$ cat src/rtl/instruction_sequencer.sv
// Instruction sequencer: loads a program of up to DEPTH words into a local
// buffer, then issues it in order to a processor on request. Issue can be
// held by a stall input. A one-cycle done pulse follows the final issue, and
// the program stays in the buffer so it can be run again.
module instruction_sequencer #(
  parameter int DEPTH = 16,
  parameter int IW    = 13,
  localparam int AW   = $clog2(DEPTH)
) (
  input  logic          clk,
  input  logic          rst,
  input  logic          prog_valid,
  output logic          prog_ready,
  input  logic [IW-1:0] prog_instr,
  input  logic          prog_last,
  input  logic          start,
  input  logic          stall,
  output logic [IW-1:0] instruction,
  output logic          instr_valid,
  output logic [AW-1:0] pc,
  output logic [AW:0]   prog_len,
  output logic          busy,
  output logic          done
);

  localparam logic [2:0] S_IDLE  = 3'd0;
  localparam logic [2:0] S_LOAD  = 3'd1;
  localparam logic [2:0] S_READY = 3'd2;
  localparam logic [2:0] S_RUN   = 3'd3;
  localparam logic [2:0] S_DONE  = 3'd4;

  logic [2:0]    r_state;
  logic [AW-1:0] r_pc;
  logic [AW:0]   r_len;
  logic [IW-1:0] r_mem [DEPTH];

  logic          w_accept;
  logic [AW-1:0] w_waddr;
  logic [AW:0]   w_len_inc;
  logic          w_last_issue;

  // A word is taken whenever the source offers one and we are not executing.
  assign prog_ready = (r_state == S_IDLE) || (r_state == S_LOAD) || (r_state == S_READY);
  assign w_accept   = prog_valid && prog_ready;

  // A new program always starts at entry 0; only LOAD appends after prog_len.
  assign w_waddr      = (r_state == S_LOAD) ? r_len[AW-1:0] : '0;
  assign w_len_inc    = r_len + (AW+1)'(1);
  assign w_last_issue = ({1'b0, r_pc} == (r_len - (AW+1)'(1)));

  assign instruction = r_mem[r_pc];
  assign instr_valid = (r_state == S_RUN) && !stall;
  assign pc          = r_pc;
  assign prog_len    = r_len;
  assign busy        = (r_state == S_LOAD) || (r_state == S_RUN);
  assign done        = (r_state == S_DONE);

  // Program buffer write port.
  // NOTE: the buffer has no reset on purpose; it is only read below prog_len,
  // which reset clears, so stale contents can never be issued.
  always_ff @(posedge clk) begin
    if (!rst && w_accept) begin
      r_mem[w_waddr] <= prog_instr;
    end
  end

  // Control FSM: load bookkeeping, start handling and program counter.
  // NOTE: all state here uses non-blocking assignments so every register
  // samples pre-edge values, independent of statement order.
  always_ff @(posedge clk) begin
    if (rst) begin
      r_state <= S_IDLE;
      r_pc    <= '0;
      r_len   <= '0;
    end else begin
      case (r_state)
        S_IDLE, S_READY: begin
          if (w_accept) begin
            // A new first word discards any program already held.
            r_len   <= (AW+1)'(1);
            r_state <= prog_last ? S_READY : S_LOAD;
          end else if ((r_state == S_READY) && start) begin
            r_pc    <= '0;
            r_state <= S_RUN;
          end
        end
        S_LOAD: begin
          if (w_accept) begin
            r_len <= w_len_inc;
            // Filling the last entry ends the load just like prog_last.
            if (prog_last || (w_len_inc == (AW+1)'(DEPTH))) begin
              r_state <= S_READY;
            end
          end
        end
        S_RUN: begin
          if (!stall) begin
            if (w_last_issue) begin
              r_state <= S_DONE;
            end else begin
              r_pc <= r_pc + AW'(1);
            end
          end
        end
        S_DONE: begin
          r_state <= S_READY;
        end
        default: begin
          r_state <= S_IDLE;
        end
      endcase
    end
  end

endmodule

$ cat config.mk
export PLATFORM = sky130hd
export DESIGN_NAME = instruction_sequencer
export DESIGN_NICKNAME = d
export VERILOG_FILES = /design/src/rtl/instruction_sequencer.sv
export SDC_FILE = /design/constraint.sdc
export NUM_CORES = 1
export LEC_CHECK = 0
export ABC_AREA = 1
export CAP_MARGIN = 40
export CORE_MARGIN = 2
export CORE_UTILIZATION = 50
export DETAILED_ROUTE_END_ITERATION = 8
export HOLD_SLACK_MARGIN = 0.12
export PLACE_DENSITY = 0.77
export SETUP_SLACK_MARGIN = 0.05
export SLEW_MARGIN = 30
export SYNTH_ARGS = -nofsm -noshare
export SYNTH_HDL_FRONTEND = slang
export SYNTH_SLANG_ARGS = --single-unit
$ cat constraint.sdc
create_clock -name clk -period 2.7 [get_ports clk]
set_input_delay 0.54 -clock clk [delete_from_list [all_inputs] [get_ports clk]]
set_output_delay 0.54 -clock clk [all_outputs]
set_load 0.005 [all_outputs]
**Word level (Yosys, flattened, before mapping)**

Memories as Yosys holds them, arrays and structs flattened. A register that Yosys moved wholly into a read port is not among the register bits.
Index checks and enable logic that the tools add are counted.

- Bits in writable memories: 208
- Bits in read-only memories: 0
- Bits in registers: 12
- Input bits: 19
- Memories: 1
- Bits in latches: 0
- Output and inout bits: 26

- Div/mod/pow operators: 0
- Multiply operators: 0
- $add $sub $neg: 3
- Equality and inequality tests: 15
- Shift-type cells: 0
- Muxes and demuxes: 21
- Magnitude comparators: 0
- Bitwise logic cells: 0
- Reduce and logical (&&, ||, !) cells: 17

Memories:

| name | words | bits a word | rd ports | clocked after Yosys merged registers in | write ports | RTL line | text |
|---|---|---|---|---|---|---|---|
| r_mem | 16 | 13 | 1 | 1 | 1 | 35 | `logic [IW-1:0] r_mem [DEPTH];` |

Operator list:

| cell | number |
|---|---|
| $mux 4 | 7 |
| $mux 3 | 6 |
| $ne 2x2->1 const B | 7 |
| $pmux 3 s4 | 1 |
| $mux 5 | 2 |
| $pmux 5 s2 | 1 |
| $reduce_and 5->1 | 2 |
| $pmux 4 s2 | 1 |
| $eq 3x2->1 const B | 2 |
| $add 5x1->5 const B | 1 |
| $eq 4x5->1 | 1 |
| $eq 5x5->1 const B | 1 |
| $sub 5x1->5 const B | 1 |
| $add 4x1->4 const B | 1 |
| $logic_and 1x1->1 | 4 |
| $logic_or 1x1->1 | 4 |
| $reduce_bool 2->1 | 2 |
| $eq 3x1->1 const B | 1 |
| $eq 3x3->1 const B | 1 |
| $logic_not 3->1 | 1 |
| $ne 3x3->1 const B | 1 |
| $reduce_and 3->1 | 1 |
| $logic_not 1->1 | 2 |
| $mux 1 | 2 |
| 3 further kinds | 3 |

**Longest topological paths before layout**

Gate-level depths: netlist of run 1.

- Depth in word-level cells: 8
- Depth in mapped cells: 12
- Gate-level depth less buffers: 12

**Worst setup path after synthesis of run 1**

OpenSTA, ideal clock, no wires.

- Path type: register -> register
- Start: register r_state[1]
- End: memory r_mem[10][0] (enable)
- Stages on the path, launching flop included: 8
- Arrival: 1.663 ns
- Path buffers: 0
- Clock period less this slack: 2.045 ns
- Data required time: 2.318 ns
- Path slack: 0.655 ns
- Cell sequence: dfxtp_1 > nand2_2 > inv_1 > nor2_1 > nand2_1 > nor2_1 > nand4_1 > nor2_1

- Longest elaborated chain between the ends: 7
- Elaborated cells between the ends (all ways): 10
- Those cells by class: eq/ne (2); mux (3); reduce/logical (5)

RTL lines:

| item | RTL line | text |
|---|---|---|
| start, declared | 32 | `logic [2:0] r_state;` |
| start signal, assigned | 81 | `r_state <= prog_last ? S_READY : S_LOAD;` |
| $eq 3x1->1 or $logic_not 3->1 (tied branches) | 43 | `assign prog_ready = (r_state == S_IDLE) \|\| (r_state == S_LOAD) \|\| (r_state == S_READY);` |
| $logic_or 1x1->1 | 43 |  |
| $logic_or 1x1->1 (*) | 43 |  |
| named net prog_ready | 13 | `output logic prog_ready,` |
| $logic_and 1x1->1 (*) | 44 | `assign w_accept = prog_valid && prog_ready;` |
| $logic_and 1x1->1 (*) | 62 | `if (!rst && w_accept) begin` |
| $mux 1 (*) | 62 |  |
| $mux 1 (not written as such) (*) | 63 | `r_mem[w_waddr] <= prog_instr;` |
| end, declared | 35 |  |

The timed path passes the listed nets; every way through them passes the cells marked *.

==> results.sh, run 1 <==
export IMPL_status="finished, violations left"
export IMPL_violations="negative setup slack"
export IMPL_cp_cell_sequence="buf_12, buf_12, buf_8, buf_6, o21ai_2, o21ai_1, o211ai_1, nand2_1, buf_2"
export IMPL_totalWireLength_um=21970
export IMPL_diodes=0
export IMPL_synth_edf_count=208
export IMPL_post_synth_top_count_cell="edfxtp_1"
export IMPL_cts_buffers=23
export IMPL_hold_viol_final=0
export IMPL_avgSynthCellArea_um2=12.74
export IMPL_cts_tree="yes"
export IMPL_setup_violations=1
export IMPL_ys_flop_type="edfxtp_1"
export IMPL_multi_input_area_mm2=0.002401
export IMPL_antenna_found_initial=0
export IMPL_slowest_stage="dfxtp_4"
export IMPL_clock_path_buffers=3
export IMPL_layout_drive_gt1_share=0.1593
export IMPL_ys_types=31
export IMPL_grt_remaining_overflow=0
export IMPL_num_vias=6125
export IMPL_reg2reg_depth=11
export IMPL_grt_pass1_vias=6027
export IMPL_cts_root_buffer="clkbuf_16"
export IMPL_clock_latency_ps=500
export IMPL_path_max_fanout=7
export IMPL_floorplan_rows=50
export IMPL_regToRegSetupSlack_ps=640
export IMPL_gp_congestion=0.8423
export IMPL_n_fill_cell=1374
export IMPL_io_buffers=44
export IMPL_slew_viol_final=0
export IMPL_rsz0062_at_grt="yes"
export IMPL_track_usage=0.2227
export IMPL_syn_num_nets=757
export IMPL_hp_class="flop to flop"
export IMPL_maxCapViolCount=0
export IMPL_p_leak_nw=3.945
export IMPL_dr_pass1_iters=5
export IMPL_tightest_slew_ps=707.8
export IMPL_fin_skew_ps=6.678
export IMPL_drc=0
export IMPL_yosysTopAreaCell="edfxtp_1"
export IMPL_end_kind="primary output"
export IMPL_ir_drop_v=0.0003748
export IMPL_critPathMaxStageDelay_ps=400
export IMPL_postRouteAntennaNets=0
export IMPL_layout_setup_ws_ps=-9.704
export IMPL_postLayoutCellArea_mm2=0.01135
export IMPL_fmax_ghz=0.3690
export IMPL_die_y_um=140.9
export IMPL_io_pins=45
export IMPL_synth_warnings=0
export IMPL_crit_family="buffers and inverters"
export IMPL_clk_pin_slew_ps=60
export IMPL_dieArea_mm2=0.01984
export IMPL_synthCells=735
export IMPL_slew_headroom=0.5276
export IMPL_crit_buf_inv=5
export IMPL_die_w_um=140.9
export IMPL_synthTopCellsByArea="edfxtp_1, mux2i_1, o211ai_1"
export IMPL_dp_final_hpwl_um=12140
export IMPL_placedInstanceArea_mm2=0.01021
export IMPL_start_kind="flop"
export IMPL_final_nets=845
export IMPL_ys_seq_elements=224
export IMPL_worstSetupPathDepth=9
export IMPL_whs_path_depth=2
export IMPL_synthArstFlopShare=0
export IMPL_place_ws_ps=358.3
export IMPL_htree_num_levels=1
export IMPL_grt_start_max_net_pins=34
export IMPL_area_sequential_mm2=0.006571
export IMPL_synth_area_mm2=0.009364
export IMPL_p_per_area_mw_per_mm2=617.3
export IMPL_coreArea_mm2=0.01852
export IMPL_crit_top_cell="buf_12"
export IMPL_yosysTopAreaCellShare=0.6670
export IMPL_worstSetupPathType="flop to primary output"
export IMPL_timing_final_crit_period_ps=2710
export IMPL_synthTopCellsByCount="edfxtp_1, inv_1, a21oi_1, nand2_1, o21ai_0"
export IMPL_crit_arrival_ps=2170
export IMPL_vias_per_cell=5.730
export IMPL_period_share=1.004
export IMPL_start_util=0.5057
export IMPL_grt_pass1_wl_um=33840
export IMPL_seq_area_frac_synth=0.7012
export IMPL_drt_iter0_drc=637
export IMPL_avgRoutedWirePerCell_um=20.55
export IMPL_area_growth_pct=21.20
export IMPL_utilization=0.6129
export IMPL_cts_sinks=224
export IMPL_critPathRequiredTime_ps=2160
[cell families (layout without fill, tap and decap cells)]
kind of cell / Yosys count / in the layout / synth area share
AOI/OAI and AO/OA: 191 / 191 / 0.1180
xor gates and xnor gates: 1 / 1 / 0.0009355
adders and majority gates: 3 / 3 / 0.004009
buffers and inverters: 121 / 221 / 0.05331
DFF: 224 / 224 / 0.7012
muxes: 52 / 52 / 0.05559
and+or+nand+nor: 143 / 143 / 0.06694
[through the flow]
stage / instances / hold WS, ps / total power [mW] / setup TNS [ps]
2_1_floorplan: 735 / 480.4 / 4.098 / 0
3_3_place_gp: 1006 / 505.4 / 4.301 / 0
3_5_place_dp: 1006 / 517.7 / 4.308 / 0
4_1_cts: 1062 / 526.6 / 7.037 / -96.60
5_1_grt: 1069 / 546.8 / 7.221 / -112.5
6_report: 1069 / 526.5 / 7.007 / -9.704
[cells in the final DEF, fill, tap and decap left out, types with 2 or more instances in the layout]
| cell | instances |
|---|---|
| buf_2 | 6 |
| mux2i_1 | 49 |
| buf_6 | 8 |
| dfxtp_1 | 14 |
| clkbuf_16 | 24 |
| nand2_1 | 67 |
| inv_6 | 2 |
| a21oi_2 | 15 |
| clkinv_2 | 3 |
| clkinv_1 | 5 |
| nand3_1 | 34 |
| buf_16 | 7 |
| inv_1 | 73 |
| clkbuf_1 | 5 |
| buf_12 | 6 |
| edfxtp_1 | 208 |
| buf_4 | 33 |
| nand2_2 | 2 |
| inv_2 | 8 |
| mux2i_2 | 2 |
| o21ai_1 | 23 |
| a21oi_1 | 52 |
| o21ai_0 | 41 |
| nor2_4 | 2 |
| nand4_1 | 3 |
| ha_1 | 3 |
| nor2_1 | 32 |
| dlygate4sd2_1 | 6 |
| clkdlybuf4s50_1 | 31 |
| a21oi_4 | 2 |
| o211ai_1 | 52 |
| o21ai_2 | 5 |
[state kept, by name, summed over array words and instances (netlist names), named ones only]
name and flops:
r_state 3, pc 4, prog_len 5, r_mem 208
[layer usage]
layer,GRT usage,vias to the layer above,wire length (µm)
met3,0.03974,43,2169
met4,0.06421,0,494
met5,0,-,0
met2,0.3692,312,10550
met1,0.3055,2923,8754
li1,-,2847,-
[what timing repair did]
action                                  CTS  global route
pin swaps                                18            19
buffers inserted                         12             7
gates resized for setup                  65            31
gates cloned                              7             1
endpoints found under the setup margin   13            13
hold buffers                              0             0
[path summary, 6_finish.rpt]
check / start / end
max: flop / instruction[0]
min: r_state[1]$_SDFFE_PP0P_ / r_state[1]$_SDFFE_PP0P_
max reg2reg: prog_len[0]$_SDFFE_PP0P_ / flop
min reg2reg: r_state[1]$_SDFFE_PP0P_ / r_state[1]$_SDFFE_PP0P_
[where the power goes]
group | internal, mW | total (mW) | switching [mW]
clock | 1.55 | 2.76 | 1.20
combinational | 0.165 | 0.409 | 0.244
sequential | 3.82 | 3.84 | 0.0211
total | 5.54 | 7.01 | 1.47
[area by class of cell]
class / count / share of cell area
flip-flops and latches: 224 / 0.5790
multi-input cells: 390 / 0.2116
repair buffers: 101 / 0.09944
clock buffers: 28 / 0.05236
inverters: 83 / 0.02767
well taps: 234 / 0.02580
clock inverters: 9 / 0.004189
[tightest hold or removal path, delay by kind of cell, from the launching register on]
| kind | cells | cell delay (ps) |
|---|---|---|
| flip-flops | 1 | 340 |
| AO/OA/AOI/OAI | 1 | 60 |
| AND/OR/NAND/NOR | 1 | 80 |
No activity file was read; power rests on OpenSTA's default activity.
==> run 2, diff against run 1 <==
- MAX_ROUTING_LAYER: default -> met4
- PLACE_DENSITY: 0.77 -> 0.71
==> run 2 against run 1 <==
Net effect: the run still ends with negative setup slack left; non-clock buffer count is 14 lower; wire length is 6.0% lower; fmax is 6.0% lower; sequential power hardly changed; global-route usage is 0.56 points lower; critical path depth is 1 lower; clock-buffer cell count is 4 higher; total power is 1.7% higher; utilization is 1.0 points lower; first-iteration DRC count is 19% lower; cell count is 0.94% lower; clock power is 5% higher; largest cell class unchanged; highest routed layer unchanged.
==> results.sh, run 2 (synthesis gave the netlist of run 1 again) <==
export IMPL_status="finished, violations left"
export IMPL_violations="negative setup slack"
export IMPL_reg2reg_depth=11
export IMPL_dr_pass1_iters=5
export IMPL_gp_congestion=0.8862
export IMPL_cts_tree="yes"
export IMPL_holdBufCountCts=0
export IMPL_grt_util_met1=0.2848
export IMPL_p_per_area_mw_per_mm2=638.8
export IMPL_totalWireLength_um=20640
export IMPL_avgRoutedWirePerCell_um=19.49
export IMPL_clk_pin_slew_ps=60
export IMPL_maxCapViolCount=0
export IMPL_cts_sinks=224
export IMPL_holdPathEnd="r_state[1]$_SDFFE_PP0P_"
export IMPL_fmax_ghz=0.3468
export IMPL_ir_drop_v=0.0004510
export IMPL_start_util=0.5057
export IMPL_dp_cells=1007
export IMPL_grtUsageMet2=0.3530
export IMPL_path_max_fanout=23
export IMPL_largest_register_ffs=208
export IMPL_layout_common_cells="edfxtp_1, inv_1, nand2_1, a21oi_1, o21ai_0"
export IMPL_rsz0062_at_grt="yes"
export IMPL_dp_final_hpwl_um=12620
export IMPL_tightest_slew_ps=675.3
export IMPL_regToRegSetupSlack_ps=690
export IMPL_cts_root_buffer="clkbuf_16"
export IMPL_layout_drive_gt1_share=0.1188
export IMPL_die_y_um=140.9
export IMPL_io_buffers=44
export IMPL_critPathRequiredTime_ps=2160
export IMPL_fin_hold_ws_ps=518.8
export IMPL_area_growth_pct=19.17
export IMPL_drc=0
export IMPL_io_pins=45
export IMPL_cts_buffers=23
export IMPL_postRouteAntennaNets=0
export IMPL_layout_commonest_cell="edfxtp_1"
export IMPL_htree_num_levels=1
export IMPL_antenna_found_initial=0
export IMPL_grt_start_max_net_pins=54
export IMPL_grt_busiest_layer="met2"
export IMPL_timing_final_crit_period_ps=2883
export IMPL_crit_arrival_ps=2340
export IMPL_drt_iter0_drc=516
export IMPL_grt_pass1_wl_um=32450
export IMPL_clock_latency_ps=510
export IMPL_hp_class="flop to flop"
export IMPL_vias_per_cell=5.657
export IMPL_grt_met3_usage=0.03227
export IMPL_dieArea_mm2=0.01984
export IMPL_coreArea_mm2=0.01852
export IMPL_placedInstanceArea_mm2=0.01028
export IMPL_p_leak_nw=3.840
export IMPL_grt_pass1_vias=6058
export IMPL_grt_remaining_overflow=0
export IMPL_hold_viol_final=0
export IMPL_clock_path_buffers=3
export IMPL_diodes=0
export IMPL_whs_path_depth=2
export IMPL_floorplan_rows=50
export IMPL_worstSetupPathType="flop to primary output"
export IMPL_track_usage=0.2171
export IMPL_start_kind="flop"
export IMPL_top_register="r_mem"
export IMPL_layout_setup_ws_ps=-183.5
export IMPL_period_share=1.068
export IMPL_num_vias=5991
export IMPL_fin_skew_ps=10.31
export IMPL_worst_r2r_startpoint="prog_len[0]$_SDFFE_PP0P_"
export IMPL_slew_viol_final=0
export IMPL_postLayoutCellArea_mm2=0.01116
export IMPL_die_w_um=140.9
export IMPL_final_cells=1059
export IMPL_slew_headroom=0.5484
export IMPL_end_kind="primary output"
export IMPL_setup_violations=7
export IMPL_worst_hold_startpoint="r_state[1]$_SDFFE_PP0P_"
export IMPL_final_nets=831
-- run 2: layout make-up --
class | count | area [µm²]
timing repair buffer | 87 | 967.2
clock inverter | 9 | 47.55
fill | 1405 | 7358
tap | 234 | 292.8
sequential | 224 | 6571
multi-input combinational | 390 | 2315
inverter | 83 | 316.6
clock buffer | 32 | 649.4
-- run 2: layer usage --
layer,vias to the layer above,wire length (µm)
met5,-,0
met3,44,1334
li1,2821,-
met1,2912,8776
met2,214,9971
met4,0,558
-- run 2: power by group --
part           internal, mW  switching (mW)
Combinational         0.166           0.233
Clock                  1.67            1.22
Sequential             3.82          0.0245
-- run 2: per-stage QoR --
stage | power (mW) | TNS [ps] | util | setup slack, ps
floorplan | 4.098 | 0 | - | 654.7
global placement | 4.301 | 0 | 0.5553 | 284.8
detailed placement | 4.310 | 0 | 0.5553 | 261.5
CTS | 7.185 | -1237 | 0.5968 | -164.9
global route | 7.380 | -1903 | 0.6026 | -281.0
finish | 7.129 | -965.2 | 0.6026 | -183.5
-- run 2: worst max path at each step --
stage | to | slack [ps] | cells past startpoint
floorplan | r_mem[10][0]$_DFFE_PP_ | 650 | 7
global placement | instruction[10] | 280 | 6
detailed placement | instruction[7] | 260 | 7
CTS | instruction[11] | -160 | 7
global route | instruction[8] | -280 | 6
finish | instruction[8] | -180 | 8
-- run 2: worst max-delay path, cell delays in order, from the launching register on --
cell             delay, ps
dfxtp_4                410
buf_4                  170
buf_16                 160
a21oi_1                140
o21ai_0                 90
o211ai_1               110
nand3_1                170
nand2_1                 90
clkdlybuf4s50_1        490
-- run 2: timing repair --
action / 4_1_cts / 5_1_grt
setup buffers: 1 / 7
endpoints found under the hold margin: 0 / 0
gates cloned: 2 / 1
endpoints found under the setup margin: 13 / 13
pin swaps: 9 / 8
resized for setup: 8 / 19
==> run 3, diff against run 2 <==
- CTS_CLUSTER_SIZE: default -> 28
- RECOVER_POWER: default -> 50
==> run 3 against run 2 <==
Net effect: clock power is essentially flat; final area about the same; global-route usage stayed put; worst hold slack got worse by 11 ps; cell count hardly changed; wire length decreased by 0.17%; the run still ends with negative setup slack left; sequential power is essentially flat; first-iteration DRC count down 4.3%; via count up 0.15%; clock skew is 1.1 ps lower; clock-buffer cell count is the same; setup slack gained 0.96 ps.
==> results.sh, run 3 (synthesis gave the netlist of run 1 again) <==
export IMPL_finalPower_mw=7.121
export IMPL_start_kind="flop"
export IMPL_setup_violations=7
export IMPL_maxCapViolCount=0
export IMPL_whs_path_depth=2
export IMPL_end_kind="primary output"
export IMPL_holdPathEnd="r_state[1]$_SDFFE_PP0P_"
export IMPL_die_y_um=140.9
export IMPL_grt_start_max_net_pins=54
export IMPL_period_share=1.068
export IMPL_slew_viol_final=0
export IMPL_layout_commonest_cell="edfxtp_1"
export IMPL_tightest_slew_ps=656.9
export IMPL_regToRegSetupSlack_ps=380
export IMPL_layout_common_cells="edfxtp_1, inv_1, nand2_1, a21oi_1, o21ai_0"
export IMPL_cts_tree="yes"
export IMPL_largest_register_ffs=208
export IMPL_slew_headroom=0.5607
export IMPL_vias_per_cell=5.660
export IMPL_cts_root_buffer="clkbuf_16"
export IMPL_rsz0062_at_grt="yes"
export IMPL_coreArea_mm2=0.01852
export IMPL_die_w_um=140.9
export IMPL_critPathRequiredTime_ps=2160
export IMPL_clock_path_buffers=3
export IMPL_postLayoutCellArea_mm2=0.01115
export IMPL_start_util=0.5057
export IMPL_violations="negative setup slack"
export IMPL_path_max_fanout=23
export IMPL_reg2reg_depth=11
export IMPL_n_fill_cell=1409
export IMPL_avgRoutedWirePerCell_um=19.44
export IMPL_holdBufCountCts=0
export IMPL_track_usage=0.2171
export IMPL_grt_pass1_vias=6058
export IMPL_worstSetupPathType="flop to primary output"
export IMPL_drt_iter0_drc=494
export IMPL_floorplan_rows=50
export IMPL_num_vias=6000
export IMPL_dp_final_hpwl_um=12620
export IMPL_layout_drive_gt1_share=0.1127
export IMPL_drc=0
export IMPL_p_per_area_mw_per_mm2=638.7
export IMPL_io_buffers=44
export IMPL_worst_r2r_startpoint="prog_len[1]$_SDFFE_PP0P_"
export IMPL_grt_pass1_wl_um=32450
export IMPL_dr_pass1_iters=4
export IMPL_final_nets=831
export IMPL_postRouteAntennaNets=0
export IMPL_crit_arrival_ps=2340
export IMPL_placedInstanceArea_mm2=0.01028
export IMPL_io_pins=45
export IMPL_dieArea_mm2=0.01984
export IMPL_hp_class="flop to flop"
export IMPL_fin_skew_ps=9.171
export IMPL_gp_congestion=0.8862
export IMPL_cts_buffers=23
export IMPL_hold_viol_final=0
export IMPL_clock_latency_ps=500
export IMPL_htree_num_levels=1
export IMPL_fmax_ghz=0.3469
export IMPL_area_growth_pct=19.07
export IMPL_totalWireLength_um=20610
export IMPL_ir_drop_v=0.0004522
export IMPL_antenna_found_initial=0
export IMPL_clk_pin_slew_ps=60
export IMPL_cts_sinks=224
export IMPL_worst_hold_startpoint="r_state[1]$_SDFFE_PP0P_"
export IMPL_layout_setup_ws_ps=-182.5
export IMPL_grt_remaining_overflow=0
export IMPL_top_register="r_mem"
export IMPL_p_leak_nw=3.843
export IMPL_status="finished, violations left"
export IMPL_timing_final_crit_period_ps=2883
==> run 3: area by class of cell <==
type | instances | area, µm² | share of cell area
sequential | 224 | 6571 | 0.5894
antenna | 1 | 2.502 | 0.0002244
clock buffer | 32 | 649.4 | 0.05824
tap | 234 | 292.8 | 0.02626
clock inverter | 9 | 47.55 | 0.004264
inverter | 83 | 316.6 | 0.02839
timing repair buffer | 87 | 963.4 | 0.08641
multi-input combinational | 390 | 2306 | 0.2068
==> run 3: report_power, final <==
part	switching, mW	internal [mW]	total [mW]
sequential	0.0233	3.82	3.84
combinational	0.232	0.161	0.393
clock	1.22	1.67	2.89
==> run 3: worst max path at each step <==
stage | endpoint | slack, ps | startpoint
global route | instruction[8] | -280 | flop
global placement | instruction[10] | 280 | flop
floorplan | r_mem[10][0]$_DFFE_PP_ | 650 | r_state[1]$_SDFFE_PP0P_
detailed placement | instruction[7] | 260 | flop
finish | instruction[8] | -180 | flop
CTS | instruction[11] | -160 | flop
==> run 3: through the flow <==
stage / utilization / std cells / hold slack, ps / TNS (ps) / worst slack (ps)
after floorplan: - / 735 / 480.4 / 0 / 654.7
after global placement: 0.5553 / 1007 / 498.0 / 0 / 284.8
after detailed placement: 0.5553 / 1007 / 507.7 / 0 / 261.5
after CTS: 0.5968 / 1051 / 518.4 / -1237 / -164.9
after global routing: 0.6020 / 1059 / 543.7 / -1903 / -281.0
final: 0.6021 / 1060 / 507.7 / -938.4 / -182.5
==> run 3: what timing repair did <==
action                     CTS  global route
resized for setup            8            19
setup endpoints to repair   13            13
setup buffers                1             7
pin swaps                    9             8
cloned                       2             1
==> run 3: per-layer routing <==
| metal | share of wire | up-vias | global-route usage |
|---|---|---|---|
| met3 | 0.067 | 43 | 0.03227 |
| met1 | 0.42 | 2924 | 0.2848 |
| met5 | 0 | - | - |
| met2 | 0.48 | 212 | 0.3530 |
| met4 | 0.026 | 0 | 0.07053 |
| li1 | - | 2821 | - |
==> run 3: worst max-delay path, cell delays in order, from the launching register on <==
cell	delay, ps
dfxtp_4	410
buf_4	170
buf_16	160
a21oi_1	140
o21ai_0	100
o211ai_1	110
nand3_1	170
nand2_1	100
clkdlybuf4s50_1	490
